$ cat config.mk
export PLATFORM = sky130hd
export DESIGN_NAME = register_file_scoreboard
export DESIGN_NICKNAME = d
export VERILOG_FILES = /design/src/rtl/register_file_scoreboard.sv
export SDC_FILE = /design/constraint.sdc
export NUM_CORES = 2
export LEC_CHECK = 0
export BUFFER_PORTS_ARGS = -buffer_cell sky130_fd_sc_hd__buf_2
export CAP_MARGIN = 15
export CORE_UTILIZATION = 38
export CTS_BUF_LIST = sky130_fd_sc_hd__clkbuf_2
export CTS_CLUSTER_SIZE = 25
export DETAILED_ROUTE_END_ITERATION = 6
export GPL_TIMING_DRIVEN = 1
export PLACE_DENSITY_LB_ADDON = 0.2
export SKIP_LAST_GASP = 1
export SYNTH_ARGS = -nofsm -noshare
export SYNTH_HDL_FRONTEND = slang
export SYNTH_SLANG_ARGS = --single-unit
$ cat constraint.sdc
create_clock -name clk -period 7.1 [get_ports clk]
set_clock_uncertainty 0.05 [all_clocks]
set_input_delay 1.42 -clock clk [delete_from_list [all_inputs] [get_ports clk]]
set_output_delay 1.42 -clock clk [all_outputs]
set_load 0.02 [all_outputs]
$ cat src/rtl/register_file_scoreboard.sv
// Architectural register file with write-first bypass and a per-register
// pending-write scoreboard that tells decode when its operands are ready.
module register_file_scoreboard #(
    parameter int REG_NUM    = 32,
    parameter int ADDR_WIDTH = 5,
    parameter int DATA_WIDTH = 32,
    parameter int PEND_WIDTH = 2
) (
    input  logic                  clk,
    input  logic                  rst,
    input  logic [ADDR_WIDTH-1:0] rs1Addr,
    input  logic [ADDR_WIDTH-1:0] rs2Addr,
    input  logic [ADDR_WIDTH-1:0] prevRdAddr,
    input  logic                  prevWEnable,
    input  logic [ADDR_WIDTH-1:0] rdAddr,
    input  logic [DATA_WIDTH-1:0] wData,
    input  logic                  wEnable,
    output logic [DATA_WIDTH-1:0] rs1Data,
    output logic [DATA_WIDTH-1:0] rs2Data,
    output logic                  rs1Ready,
    output logic                  rs2Ready
);

    localparam logic [PEND_WIDTH-1:0] PEND_MAX = {PEND_WIDTH{1'b1}};
    localparam logic [PEND_WIDTH-1:0] PEND_ONE = PEND_WIDTH'(1);

    logic [DATA_WIDTH-1:0] r_regs [REG_NUM];
    logic [PEND_WIDTH-1:0] r_pend [REG_NUM];

    function automatic logic [DATA_WIDTH-1:0] f_read(input logic [ADDR_WIDTH-1:0] addr);
        if (addr == '0)
            return '0;
        else if (wEnable && rdAddr == addr)
            return wData;
        else
            return r_regs[addr];
    endfunction

    // A register whose last outstanding write is on the write port this cycle
    // is ready, because the bypass delivers that value.
    function automatic logic f_ready(input logic [ADDR_WIDTH-1:0] addr);
        return (addr == '0) || (r_pend[addr] == '0) ||
               (r_pend[addr] == PEND_ONE && wEnable && rdAddr == addr);
    endfunction

    always_comb begin
        rs1Data  = f_read(rs1Addr);
        rs2Data  = f_read(rs2Addr);
        rs1Ready = f_ready(rs1Addr);
        rs2Ready = f_ready(rs2Addr);
    end

    always_ff @(posedge clk) begin
        if (rst) begin
            for (int r = 0; r < REG_NUM; r++) begin
                r_regs[r] <= '0;
                r_pend[r] <= '0;
            end
        end else begin
            if (wEnable && rdAddr != '0)
                r_regs[rdAddr] <= wData;
            for (int r = 1; r < REG_NUM; r++) begin
                if (prevWEnable && prevRdAddr == ADDR_WIDTH'(r) &&
                    !(wEnable && rdAddr == ADDR_WIDTH'(r))) begin
                    assert (r_pend[r] != PEND_MAX);
                    if (r_pend[r] != PEND_MAX)
                        r_pend[r] <= r_pend[r] + PEND_ONE;
                end else if (wEnable && rdAddr == ADDR_WIDTH'(r) &&
                             !(prevWEnable && prevRdAddr == ADDR_WIDTH'(r))) begin
                    assert (r_pend[r] != '0);
                    if (r_pend[r] != '0)
                        r_pend[r] <= r_pend[r] - PEND_ONE;
                end
            end
        end
    end

endmodule

==> impl_metrics.toml <==
[status]
outcome = "finished, violations left"
violations = "DRC"

[finish]
multi_input_area_um2 = 26600
stdcell_count = 6540
flow.area_growth_from_synthesis_pct = 9.25
fill_cells = 14376
fin_area_um2 = 66200
seq_area_um2 = 32600
final_layout_size_suffix_gt1_share_pct = 30.0
final_nets = 4335
utilization_pct = 41.8

[route]
routed_wl_um = 214000
num_vias = 40102
ant_nets = 0
drcViolationCount = 1
drtPass1Iterations = 7
first_iter_violations = 4755
wire_per_inst_um = 32.7
avgViaCountPerCell = 6.13

[pwr]
max-vdd-ir-drop_mv = 0.147
p_sw_share_pct = 30.0
pwr-share-clk_pct = 30.9
sequentialPowerShare_pct = 53.5
cellPowerDensity_nw_per_um2 = 214
internal_power_w = 0.00994
switchingPower_w = 0.00425
pwr-share-comb_pct = 15.6
p_leak_nw = 24.7

[sta]
drv_slew = 0
finalSetupTns_ns = 0
setup_viol = 0
fin_crit_ns = 6.23
fmax_ghz = 0.161
maxSlewHeadroom_pct = 23.3
fin_crit_sh_pct = 87.7
setup_ws_ns = 0.874
rsz0062_at_grt = "false"
hold_viol = 0
tightest_slew_ns = 1.15

[die]
start_util_pct = 38.3
fp.dieW_um = 401
num_io_pins = 122
die-area_um2 = 161000
rows = 146
fp.dieH_um = 401
core_area_um2 = 158000

[clocking]
clockBufferDepth = 4
holdBufCountCts = 0
cts-buffers-inserted = 307
clock_sinks = 1086
cts-resized-gates = 0
clk_pin_slew_ns = 0.10
cts_setup_buffers = 0
root_buffer = "clkbuf_2"
cts_tree = "built"
clk_latency_ns = 1.60
htreeDepth = 5

[min_path]
holdCritPathClass = "primary input to flip-flop"
holdPathStages = 1

[worst_setup_path]
cp-startpoint = "rs2Addr[4]"
rrSetupSlack_ns = 5.19
reg2reg_from = "r_pend[5][1]$_SDFFCE_PN0P_"
cp.arrival_ns = 4.76
criticalPathCategory = "primary input to primary output"
critPathLaunchType = "primary input"
critPathCapture = "rs2Data[1]"
worstReg2RegEnd = "r_pend[5][0]$_SDFFCE_PN0P_"
crit_fanout = 21
rr_worst_depth = 3
worstPathRequired_ns = 5.63
end_kind = "primary output"

[yosys]
synth_warnings = 0
netlist.area_leader.share_pct = 53.8
netlist.top_cell.by_area = "edfxtp_1"
synth.distinct_cells = 65
ys.flop_type = "edfxtp_1"
yosys-top-cells-count = "edfxtp_1 (1086), and2_1 (648), mux4_2 (542), and3_1 (355), mux2i_1 (333)"
synthCells = 4150
synth_area_per_cell_um2 = 14.6
async_flop_share_pct = 0
syn_area_um2 = 60600
ys_ff_latch = 1086
post-synth-top-count-cell = "edfxtp_1"
ys_top_cells_by_area = "edfxtp_1 (54%), mux4_2 (20%), and2_1 (6.7%)"
synth_edf_count = 1086
ys_seq_area_share_pct = 53.8

[flow_run]
max_cap_viol_count = 0

[global_route]
antenna_found_initial = 21
grt_pass1_wl_um = 300000
grt_pass1_vias = 40124
grt-ovfl-total = 0
track_usage_pct = 26.3
grt_max_degree = 97

[placement]
placed_area_um2 = 63700
port_buffers = 121
post-place-ws_ns = 1.02
place.gp.congestion = 0.837
place_inst = 6040
post-dp-hpwl_um = 125000
[kinds of logic after synthesis]
group,share of synthesized area (%)
simple gates,13.0
flops,53.8
mux,25.7
buf+inv,3.34
compound gates,3.75
xor+xnor,0.347
fa+ha+maj,0.0413
other cells,0.00619
[state kept, by name, summed over array words and instances, names as in the netlist]
signal  flops
r_regs   1024
r_pend     62
[final cells by class]
cell class / instances / share of cell area, %
flip-flops and latches: 1086 / 49.3
well taps: 2072 / 3.92
diodes: 9 / 0.0340
repair buffers: 260 / 2.93
clock inverters: 58 / 0.418
multi-input cells: 2618 / 40.2
clock buffers: 433 / 3.27
inverters: 4 / 0.0227
[metrics by stage]
step / hold WS (ns) / power, W
4_1_cts: 0.0439 / 0.0143
5_1_grt: 0.0945 / 0.0147
2_1_floorplan: 0.536 / 0.00906
3_3_place_gp: 0.566 / 0.00991
6_report: 0.266 / 0.0142
3_5_place_dp: 0.587 / 0.00994
[layout by cell type (no fill, tap or decap), drive strengths merged, types with 66 or more instances in the layout]
cell type / count
clkbuf: 433
buf: 260
and2: 648
a21oi: 90
edfxtp: 1086
o21ai: 66
nor2: 128
and3: 355
mux4: 542
mux2i: 333
[worst min path at each step]
stage,to,start
6_report,r_regs[0][14]$_SDFFCE_PN0P_,rst
4_1_cts,r_regs[0][14]$_SDFFCE_PN0P_,rst
3_5_place_dp,r_pend[17][0]$_DFFE_PP_,r_pend[17][0]$_DFFE_PP_
2_1_floorplan,r_pend[17][0]$_DFFE_PP_,r_pend[17][0]$_DFFE_PP_
3_3_place_gp,r_pend[17][0]$_DFFE_PP_,r_pend[17][0]$_DFFE_PP_
5_1_grt,r_regs[0][14]$_SDFFCE_PN0P_,rst
[worst max-delay path: stages]
cell,delay [ns]
buf_4,0.50
nand2b_2,0.65
buf_4,0.47
o22ai_1,0.69
a211oi_1,0.11
nor3_1,0.53
buf_2,0.28
[metal layers]
layer	GRT usage, %	wire (um)	vias to the layer above
met4	9.79	6890	6
li1	-	-	16628
met3	5.63	19100	365
met1	34.0	83900	20984
met5	0	41	-
met2	43.2	104000	2119
[power by group through the flow]
stage / sequential (W) / clock (W) / combinational [W]
2_1_floorplan: 0.00767 / 0 / 0.00139
3_3_place_gp: 0.00771 / 0 / 0.00219
3_5_place_dp: 0.00774 / 0 / 0.00220
5_1_grt: 0.00764 / 0.00479 / 0.00230
6_report: 0.00759 / 0.00439 / 0.00222
4_1_cts: 0.00759 / 0.00449 / 0.00220
Note: power is estimated with default switching activity, not from simulation.
